$ cat src/rtl/key_switch_reader_pkg.sv
// Shared constants and register-map decode for the key/switch reader.
package key_switch_reader_pkg;

  localparam int unsigned KSR_DEBOUNCE_CYCLES = 25000;
  localparam int unsigned KSR_SW_W            = 32;
  localparam int unsigned KSR_KEY_W           = 8;

  localparam logic [31:0] KSR_SW_ADDR  = 32'h0000_7F60;
  localparam logic [31:0] KSR_KEY_ADDR = 32'h0000_7F64;
  localparam logic [31:0] KSR_EVT_ADDR = 32'h0000_7F68;

  typedef enum logic [1:0] {
    KSR_SEL_NONE,
    KSR_SEL_SW,
    KSR_SEL_KEY,
    KSR_SEL_EVT
  } ksr_sel_e;

  // Word-granular decode; callers pass addr[31:2] so byte offsets never matter.
  function automatic ksr_sel_e ksr_decode(input logic [29:0] word_addr);
    ksr_sel_e sel;
    sel = KSR_SEL_NONE;
    if (word_addr == KSR_SW_ADDR[31:2]) begin
      sel = KSR_SEL_SW;
    end else if (word_addr == KSR_KEY_ADDR[31:2]) begin
      sel = KSR_SEL_KEY;
    end else if (word_addr == KSR_EVT_ADDR[31:2]) begin
      sel = KSR_SEL_EVT;
    end
    return sel;
  endfunction

endpackage

$ cat src/rtl/input_debouncer.sv
// Active-low raw bus -> 2-flop synchronizer -> tick-sampled debounce.
// A bit only changes when two consecutive tick samples agree.
module input_debouncer #(
  parameter int unsigned WIDTH = 8
) (
  input  logic             clk,
  input  logic             reset,
  input  logic             tick_i,
  input  logic [WIDTH-1:0] raw_n_i,
  output logic [WIDTH-1:0] deb_o
);

  logic [WIDTH-1:0] sync1_q;
  logic [WIDTH-1:0] sync2_q;
  logic [WIDTH-1:0] sample_q;
  logic [WIDTH-1:0] sample_d;
  logic [WIDTH-1:0] deb_q;
  logic [WIDTH-1:0] deb_d;
  logic [WIDTH-1:0] agree_c;

  always_comb begin
    agree_c  = ~(sample_q ^ sync2_q);
    sample_d = sample_q;
    deb_d    = deb_q;
    if (tick_i) begin
      sample_d = sync2_q;
      deb_d    = (sync2_q & agree_c) | (deb_q & ~agree_c);
    end
  end

  always_ff @(posedge clk) begin
    if (reset) begin
      sync1_q  <= '0;
      sync2_q  <= '0;
      sample_q <= '0;
      deb_q    <= '0;
    end else begin
      sync1_q  <= ~raw_n_i;
      sync2_q  <= sync1_q;
      sample_q <= sample_d;
      deb_q    <= deb_d;
    end
  end

  assign deb_o = deb_q;

endmodule

$ cat src/rtl/key_switch_reader.sv
// Memory-mapped DIP-switch / push-key reader with debounce, sticky
// key-press events cleared on read, and a level interrupt.
module key_switch_reader
  import key_switch_reader_pkg::*;
#(
  parameter int unsigned DEBOUNCE_CYCLES = KSR_DEBOUNCE_CYCLES
) (
  input  logic        clk,
  input  logic        reset,
  input  logic [31:0] addr,
  input  logic        rd_en,
  input  logic [31:0] dip_sw,
  input  logic [7:0]  key,
  output logic [31:0] rdata,
  output logic        irq
);

  localparam int unsigned CNT_W = (DEBOUNCE_CYCLES > 1) ? $clog2(DEBOUNCE_CYCLES) : 1;
  localparam logic [CNT_W-1:0] CNT_LAST = CNT_W'(DEBOUNCE_CYCLES - 1);

  logic [CNT_W-1:0]     cnt_q;
  logic [CNT_W-1:0]     cnt_d;
  logic                 tick_c;

  logic [KSR_SW_W-1:0]  sw_deb;
  logic [KSR_KEY_W-1:0] key_deb;
  logic [KSR_KEY_W-1:0] key_prev_q;
  logic [KSR_KEY_W-1:0] key_rise_c;

  logic [KSR_KEY_W-1:0] evt_q;
  logic [KSR_KEY_W-1:0] evt_d;
  logic                 evt_clr_c;
  logic                 irq_q;
  logic                 irq_d;

  ksr_sel_e             sel_c;
  logic                 unused_addr_lsb;

  assign unused_addr_lsb = ^addr[1:0];

  // Shared debounce tick: high in the last cycle of each period.
  always_comb begin
    tick_c = (cnt_q == CNT_LAST);
    cnt_d  = tick_c ? '0 : cnt_q + CNT_W'(1);
  end

  input_debouncer #(
    .WIDTH (KSR_SW_W)
  ) u_sw_deb (
    .clk     (clk),
    .reset   (reset),
    .tick_i  (tick_c),
    .raw_n_i (dip_sw),
    .deb_o   (sw_deb)
  );

  input_debouncer #(
    .WIDTH (KSR_KEY_W)
  ) u_key_deb (
    .clk     (clk),
    .reset   (reset),
    .tick_i  (tick_c),
    .raw_n_i (key),
    .deb_o   (key_deb)
  );

  // Press detection and sticky events; a same-cycle new press beats the clear.
  always_comb begin
    sel_c      = ksr_decode(addr[31:2]);
    key_rise_c = key_deb & ~key_prev_q;
    evt_clr_c  = rd_en && (sel_c == KSR_SEL_EVT);
    evt_d      = (evt_clr_c ? '0 : evt_q) | key_rise_c;
    irq_d      = |evt_d;
  end

  always_ff @(posedge clk) begin
    if (reset) begin
      cnt_q      <= '0;
      key_prev_q <= '0;
      evt_q      <= '0;
      irq_q      <= 1'b0;
    end else begin
      cnt_q      <= cnt_d;
      key_prev_q <= key_deb;
      evt_q      <= evt_d;
      irq_q      <= irq_d;
    end
  end

  assign irq = irq_q;

  // Read mux depends on address only.
  always_comb begin
    rdata = '0;
    case (sel_c)
      KSR_SEL_SW:  rdata = sw_deb;
      KSR_SEL_KEY: rdata = {24'h0, key_deb};
      KSR_SEL_EVT: rdata = {24'h0, evt_q};
      default:     rdata = '0;
    endcase
  end

endmodule

$ cat config.mk
export PLATFORM = sky130hd
export DESIGN_NAME = key_switch_reader
export DESIGN_NICKNAME = d
export VERILOG_FILES = /design/src/rtl/key_switch_reader_pkg.sv /design/src/rtl/input_debouncer.sv /design/src/rtl/key_switch_reader.sv
export SDC_FILE = /design/constraint.sdc
export NUM_CORES = 1
export LEC_CHECK = 0
export ABC_AREA = 1
export BUFFER_PORTS_ARGS = -buffer_cell sky130_fd_sc_hd__clkbuf_2
export CAP_MARGIN = 0
export CELL_PAD_IN_SITES_DETAIL_PLACEMENT = 1
export CELL_PAD_IN_SITES_GLOBAL_PLACEMENT = 1
export CORE_ASPECT_RATIO = 0.9
export CORE_MARGIN = 10
export CORE_UTILIZATION = 39
export CTS_BUF_LIST = sky130_fd_sc_hd__clkbuf_8
export DETAILED_ROUTE_END_ITERATION = 10
export PLACE_DENSITY = 0.83
export SETUP_SLACK_MARGIN = 0.1
export SLEW_MARGIN = 20
export SYNTH_ARGS = -nofsm -noshare
export SYNTH_HDL_FRONTEND = slang
export SYNTH_SLANG_ARGS = --single-unit
$ cat constraint.sdc
create_clock -name clk -period 1.7 [get_ports clk]
set_input_delay 0.34 -clock clk [delete_from_list [all_inputs] [get_ports clk]]
set_output_delay 0.34 -clock clk [all_outputs]
set_load 0.05 [all_outputs]
# After elaboration in Yosys (flattened, before gate mapping)
# Index checks and enable logic that the tools add are counted.
# totals
regBits,192
wordCells,45
inputBits,75
output_inout_bits,33
# classes
add_sub_neg,1
n_eq_ne,7
reduce_logical,3
n_bitwise,17
n_mux,5
# ops
operator,count
32-bit NOT,3
32-bit one-hot mux with 3 select lines,1
"30-bit by 13-bit == test with 1-bit output, second input constant",3
32-bit AND,2
8-bit NOT,4
32-bit OR,1
32-bit XOR,1
8-bit AND,3
8-bit OR,2
"15-bit by 1-bit adder with 15-bit output, second input constant",1
"15-bit == test, second input constant",1
8-bit 2-to-1 mux,1
8-bit OR reduction,1
8-bit XOR,1
2-bit 2-to-1 mux,3
"2-bit == test, second input constant",2
"2-bit by 1-bit == test with 1-bit output, second input constant",1
2-bit OR reduction,1
1-bit logical AND,1

# Longest topological paths before layout
# Gate-level depths: netlist (run 1).
# logic_depth
word_depth,9
depth_mapped,12
depth_no_buf,12

# By module
# A second synthesis (run 1) with hierarchy kept.
# unflattened
hier_cells,921
hier_area_um2,7468.4
# by_module_without_submodules
mod,instances,seq_area_each_um2,area_each_um2,cells_per_inst
input_debouncer (u_sw_deb),1,2562.5,4280.4,512
key_switch_reader,1,640.6,2023.2,278
input_debouncer (u_key_deb),1,640.6,1164.9,131

# Worst setup path before layout (run 1)
# No wires, ideal clock.
# synth_path
path_kind,input -> output
start,input port addr[4]
end,output port rdata[13]
stages,7
required_time_ns,1.360
arrival_ns,2.147
setup_slack_ns,-0.787
path_buffers,0
cell_sequence,inv_1 nand2_2 nor2_8 inv_4 nor3_4 inv_4 nor3_1
# synth_via
elab_chain_cells,6
word_cells_on_any_way,10
classes_between,eq/ne: 6; mux: 4
# synth_rtl
item,line_no,rtl
"start, declared",key_switch_reader.sv:10,"input logic [31:0] addr,"
30-bit by 13-bit == test with 1-bit output,key_switch_reader_pkg.sv:27,end else if (word_addr == KSR_EVT_ADDR[31:2]) begin
2-bit 2-to-1 mux,key_switch_reader_pkg.sv:27,
2-bit 2-to-1 mux,key_switch_reader_pkg.sv:25,end else if (word_addr == KSR_KEY_ADDR[31:2]) begin
2-bit 2-to-1 mux *,key_switch_reader_pkg.sv:23,if (word_addr == KSR_SW_ADDR[31:2]) begin
2-bit == test or 2-bit by 1-bit == test with 1-bit output (tied branches),key_switch_reader.sv:95,case (sel_c)
32-bit one-hot mux with 3 select lines *,key_switch_reader.sv:95,
"end, declared",key_switch_reader.sv:14,"output logic [31:0] rdata,"
# Every way passes the cells marked *; elsewhere a longest branch is shown, timed or not.

# Final worst setup path (run 1)
# layout_path
start,input port addr[29]
end,output port rdata[22]
# Same word-level chain as after synthesis.

==> impl_results.md, run 1 <==
* Status: finished, violations left
* Failing checks: negative setup slack
* Multi-input gate area at 3814 sq um
* Mean post-synth cell area at 8.345 sq um
* DIE HEIGHT at 145.3 microns
* Syn Nets at 891
* Crit-path leading delay family: simple AND/OR/NAND/NOR gates
* Worst slew margin at 40.48%
* FMAX at 438.7 MHz
* Startpoint Class: primary input
* CP required at 1360 ps
* WL per Instance at 24.07 microns
* XOR/XNOR share of the synthesized area at 0.6439%
* Max-Cap Viols at 0
* Synth Area in Compound Gates at 11.46%
* Routed wire length at 29.80 mm
* Crit path kind: in2out
* CTS sink count at 192
* Fin crit share at 134.1%
* Period minus WS final at 2279 ps
* Worst reg-to-reg setup slack at -140 ps
* Sequential area share after synthesis at 56.51%
* Final hold vios at 0
* Worst-path cell chain: clkbuf_2, nor2_1, and2_4, nand2_4, nor2_4, inv_2, nor3_4, buf_12, clkbuf_16, and3_4, buf_12
* Synth Area in Adders at 0.1840%
* Leak Pwr at 4.437 nW
* Max-slew violation count at 0
* RSZ-0062 raised after global routing: true
* Vias/cell at 5.394
* Drc violations at 0
* Pre-antenna DRT Iters at 5
* Sequential Area at 3854 sq um
* #FFs+latches synth at 192
* Antenna Cells at 0
* Insertion delay to the later sink of the worst-skew pair at 500 ps
* Initial antenna violation count at 0
* HPWL after DPL at 12.88 mm
* CTS H-Tree Depth at 4
* Post-Place Cell Area at 8479 sq um
* PD cells at 750.2 nW/um^2
* FILL cells at 1792
* Clock buffer depth at 2
* GRT Util Overall at 20.02%
* Simple-gate area share of the yosys netlist at 22.83%
* Tightest Pin Transition at 892.9 ps
* Syn Inst Count at 815
* CTS Buf Count at 17
* First-pass GRT wire length at 37.36 mm
* Netlist cell types at 36
* Core area at 17000 sq um
* Via count at 6678
* Post-route setup slack at -579.5 ps
* CTS tree: yes
* Post-route ant nets at 0
* Hold Path Class: in2reg
* First DRT Iteration DRCs at 498
* Sum of buffers and inverters on the critical path at 5
* Post-Synthesis Cell Area at 6802 sq um
* Critical Path AT at 1940 ps
* Critical path fanouts, max at 5
* WL met1 at 11.93 mm
* Die Wd at 159.2 microns
* Largest net degree at the start of global routing at 47
* P&R area growth vs syn at 60.01%
* Die Area at 23130 sq um
* Wire length on met2 at 15.07 mm
* Nets@finish at 1066
* Final setup fails at 78
* Synthesis Warnings at 0
* Grt ovf at 0
* CP max-delay cell: nor3_4
* Mux cell area share after synthesis at 0%
* Skew final at 20.33 ps
* Pre-CTS setup slack at -438.5 ps
* Fin Hold WS at 5.023 ps
* Crit path top cell by count: buf_12
* Final instance area at 10880 sq um
* Placer Congestion at 0.8169
* Clk slew on worst S/H paths at 100 ps
* Critical Path End Type: output port
* Overall Power at 8.164 mW
* Cell Rows at 45
* Peak supply drop at 0.8661 mV
* Layout cell share with drive strength beyond 1 at 43.27%
* Initial Utilization at 40.00%
* Uppermost layer routed: met4
* Io pins at 108
* Buffers on Ports at 105
* Largest family of logic cells by synthesized area: simple AND/OR/NAND/NOR gates
* Vias in the first global route at 6785
* Clock tree root buffer cell: clkbuf_8
* Slowest stage delay, CP at 250 ps
* WL met3 at 1.534 mm
==> power breakdown <==
group	internal [mW]	total [mW]	leakage (nW)	switching (mW)
Sequential	4.59	4.66	1.57	0.0674
Clock	1.30	3.02	0.198	1.72
Combinational	0.210	0.490	2.67	0.280
==> through the flow <==
step                      util [%]  TNS [ps]  std cells
after floorplan                  -     -6469        815
after global placement       49.87     -9561       1154
after detailed placement     49.87    -11050       1154
after CTS                    58.54    -10990       1223
after global routing         64.00    -24290       1238
final                        64.00    -20640       1238
==> worst paths after layout <==
path | end | cells past startpoint | startpoint
setup reg to reg | register | 9 | cnt_q[6]
hold reg to reg | u_sw_deb.sync2_q[26] | 2 | u_sw_deb.sync1_q[26]
setup / recovery | rdata[22] | 11 | addr[29]
hold / removal | u_sw_deb.sync1_q[13] | 2 | dip_sw[13]
==> final cells by class <==
class                   count  share of cell area [%]
clock inverters            11                  0.8393
multi-input cells         490                   35.04
flip-flops and latches    192                   35.41
clock buffers              21                   2.656
well taps                 235                   2.702
repair buffers            190                   19.57
repair inverters            1                 0.06898
inverters                  98                   3.714
==> synthesized netlist by cell type (all sizes together) <==
master / n / area, sq um
nand3: 22 / 115.1
a21oi: 23 / 126.4
and2: 1 / 6.260
nor3: 19 / 167.7
dfxtp: 192 / 3844
or2: 12 / 75.07
nor3b: 2 / 15.01
xor2: 5 / 43.79
buf: 18 / 128.9
ha: 1 / 12.51
nand4: 19 / 118.9
nor4: 1 / 12.51
nor2: 185 / 720.7
o21ai: 93 / 465.5
and3: 10 / 62.56
inv: 97 / 369.1
clkinv: 1 / 3.750
o22ai: 30 / 187.7
nand2: 67 / 259.0
clkbuf: 17 / 67.56
==> cell families after synthesis <==
kind of cell,Yosys count
flops,192
simple gates,338
compound gates,146
fa+ha+maj,1
buf+inv,133
xor+xnor,5
==> layout by cell type, fill, tap and decap left out, types with 12 or more instances in the layout <==
master,Yosys,layout
nor2_2,4,22
buf_12,0,47
nand2_4,0,12
o21ai_2,0,28
clkbuf_8,0,21
o21ai_0,83,41
a21oi_1,22,12
nor3_4,2,15
o22ai_4,0,14
nor2_4,0,24
nor2_1,180,138
dlygate4sd3_1,0,28
buf_4,2,29
nand2_1,64,46
dfxtp_1,192,184
o22ai_2,0,16
clkbuf_2,3,71
o21ai_4,0,20
inv_1,92,86
nand3_4,0,15
nand4_1,19,19
==> worst register-to-register path, delay by kind of cell, from the launching register on <==
kind,cells,cell delay (ps)
buf+inv,4,590
compound gates,1,180
simple gates,4,650
flops,1,340
==> per-layer routing <==
layer | GRT usage, % | vias up
met1 | 23.43 | 3328
met4 | 7.407 | 0
met3 | 5.196 | 94
met2 | 34.48 | 277
met5 | 0 | -
li1 | - | 2979
==> what timing repair did <==
action / 4_1_cts / 5_1_grt
endpoints found under the hold margin: 22 / 6
endpoints found under the setup margin: 117 / 120
gates resized for setup: 197 / 151
pin swaps: 74 / 41
buffers inserted: 9 / 4
gates cloned: 6 / 6
hold buffers: 22 / 6
Note: power is estimated with default switching activity, not from simulation.
==> run 2: changes to the inputs <==
Settings changed: CORE_MARGIN 10 to 8.
==> run 2 against run 1 <==
  * The run still ends with negative setup slack left
  * Die area down 5.2%
  * Design area down 7.2%
  * Routed wire length decreased by 14%
  * Via count shrank 4.5%
  * Flip-flop and latch count did not move
  * Combinational power shrank 9.6%
  * Worst hold slack better by 22 ps
  * Non-clock buffer count down 6
  * Critical path depth unchanged
  * Critical endpoint is now rdata[7]
  * Highest routed layer unchanged
==> impl_results.md, run 2 (same netlist as run 1, synthesis figures left out) <==
* CTS Buf Count at 17 (unchanged)
* Routed wire length at 25.67 mm (-14%)
* Insertion delay to the later sink of the worst-skew pair at 470 ps (-30 ps)
* Fin crit share at 129.6% (-4.5 points)
* Slowest stage delay, CP at 270 ps (+20 ps)
* Layout cell share with drive strength beyond 1 at 37.21% (-6.1 points)
* Placer Congestion at 0.7895 (-3.4%)
* FMAX at 454.0 MHz (+3.5%)
* First-pass GRT wire length at 35.13 mm (-6.0%)
* Clock buffer depth at 2 (unchanged)
* Die Wd at 155.2 microns (-2.5%)
* Hold Path Class: in2reg
* Period minus WS final at 2202 ps (-77.08 ps)
* First DRT Iteration DRCs at 359 (-28%)
* Final core occ at 58.13% (-5.9 points)
* Grt ovf at 0 (unchanged)
* PD cells at 806.7 nW/um^2 (+7.5%)
* Die Area at 21930 sq um (-5.2%)
* Final hold vios at 0 (unchanged)
* Initial antenna violation count at 0 (unchanged)
* Switching share of power at 25.04% (-0.24 points)
* Io pins at 108 (unchanged)
* Antenna Cells at 0 (unchanged)
* Cell Rows at 46 (+2.2%)
* Leading cell type in the layout, fill and taps excluded: dfxtp_1
* P&R area growth vs syn at 48.55%
* Hold path endpoint: u_sw_deb.sync1_q[10]
* Leak Pwr at 4.164 nW (-6.1%)
* CP max-delay cell: buf_4
* Crit-path leading delay family: simple AND/OR/NAND/NOR gates
* Buffers on Ports at 105 (unchanged)
* Most frequent cells in the layout: dfxtp_1, nor2_1, inv_1
* Nets@finish at 1060 (-0.56%)
* Hold_sp: dip_sw[10]
* Hold depth at 2 (unchanged)
* Pre-antenna DRT Iters at 4 (-1)
* Tightest Pin Transition at 514.2 ps (-378.7 ps)
* Post-route ant nets at 0 (unchanged)
* HPWL after DPL at 13.12 mm (+1.9%)
* Sum of buffers and inverters on the critical path at 4 (-1)
* Seq pwr share at 57.0% (about the same)
* GRT Util Overall at 20.25% (+0.23 points)
* Drc violations at 0 (unchanged)
* Critical path fanouts, max at 11 (+6)
* Worst-path cell chain: buf_6, nor2_1, and2_1, nand2_1, nor2_2, inv_2, nor3_4, buf_4, nand3_1, nand3_4, buf_12
* Critical Path End Type: output port
* Pint at 6.110 mW (+0.15%)
* Power share of the clock group at 37.6% (+0.6 points)
* Largest net degree at the start of global routing at 62 (+32%)
* CTS sink count at 192 (unchanged)
* Via count at 6380 (-4.5%)
* Max-slew violation count at 0 (unchanged)
* Clk slew on worst S/H paths at 100 ps (about the same)
* Startpoint Class: primary input
* CTS tree: yes
* Failing checks: negative setup slack
* Peak supply drop at 0.5433 mV (-37%)
* Final setup fails at 69 (-12%)
* FF-to-FF path depth at 9 (unchanged)
* Vias/cell at 5.158 (-4.4%)
* CP required at 1360 ps (about the same)
* RSZ-0062 raised after global routing: true
* DIE HEIGHT at 141.3 microns (-2.8%)
* Post-route setup slack at -502.4 ps (+77.08 ps)
* Initial Utilization at 39.13% (-0.87 points)
* Clock tree root buffer cell: clkbuf_8
* Crit path kind: in2out
* Max-Cap Viols at 0 (unchanged)
* Vias in the first global route at 6718 (-0.99%)
* Worst reg-to-reg setup slack at -150 ps (about the same)
* Critical Path AT at 1860 ps (-80 ps)
* WL per Instance at 20.75 microns (-14%)
* Skew final at 18.60 ps (-1.733 ps)
* Comb pwr share at 5.4% (-0.6 points)
* Core area at 17380 sq um (+2.2%)
* Worst slew margin at 65.36% (+25 points)
* Pre-CTS setup slack at -424.9 ps (+13.56 ps)
* Status: finished, violations left
* Switching power at 2.041 mW (-1.1%)
* CTS H-Tree Depth at 4 (unchanged)
* RR Startpoint: cnt_q[0]
run 2: routing by layer:
layer | vias up | GRT usage, % | part of all wire (%)
li1 | 2962 | - | -
met3 | 74 | 4.226 | 5.7
met4 | 0 | 7.398 | 4.1
met5 | - | 0 | 0
met2 | 218 | 36.88 | 53
met1 | 3126 | 22.96 | 37
run 2: final cells by class:
type,count,area [sq um]
Clock buffer,17,234.0
Clock inverter,15,160.2
Fill cell,1969,7278
Inverter,98,399.1
Multi-Input combinational cell,490,3233
Sequential cell,192,3855
Tap cell,240,300.3
Timing Repair Buffer,184,1914
Timing Repair inverter,1,7.507
run 2: timing repair:
item | 4_1_cts | 5_1_grt
gates cloned | 6 | 1
pin swaps | 26 | 28
gates resized for setup | 122 | 90
hold buffers | 15 | 0
endpoints found under the hold margin | 15 | 0
endpoints found under the setup margin | 109 | 128
setup buffers | 8 | 11
run 2: how the worst max path moves through the flow:
stage,cells past startpoint,startpoint,end
after global routing,11,addr[29],rdata[7]
after CTS,11,addr[29],rdata[7]
after global placement,11,addr[29],rdata[7]
after detailed placement,11,addr[21],rdata[1]
final,11,addr[29],rdata[7]
after floorplan,9,addr[29],rdata[10]
run 2: power groups by stage:
stage               combinational (mW)  clock, mW  sequential [mW]
floorplan                        0.167          0             4.71
global placement                 0.311          0             4.72
detailed placement               0.327          0             4.73
CTS                              0.389       3.07             4.63
global route                     0.482       3.31             4.65
finish                           0.443       3.06             4.64
run 2: stage by stage:
step	area [sq um]	hold slack, ps	cells	TNS (ps)	power, mW
global placement	8548	389.4	1166	-10930	5.033
detailed placement	8548	396.1	1166	-13190	5.053
global route	10100	-0.2918	1237	-21120	8.448
floorplan	7054	388.3	815	-6469	4.882
CTS	9654	0.05596	1226	-12170	8.087
finish	10100	26.63	1237	-17160	8.151
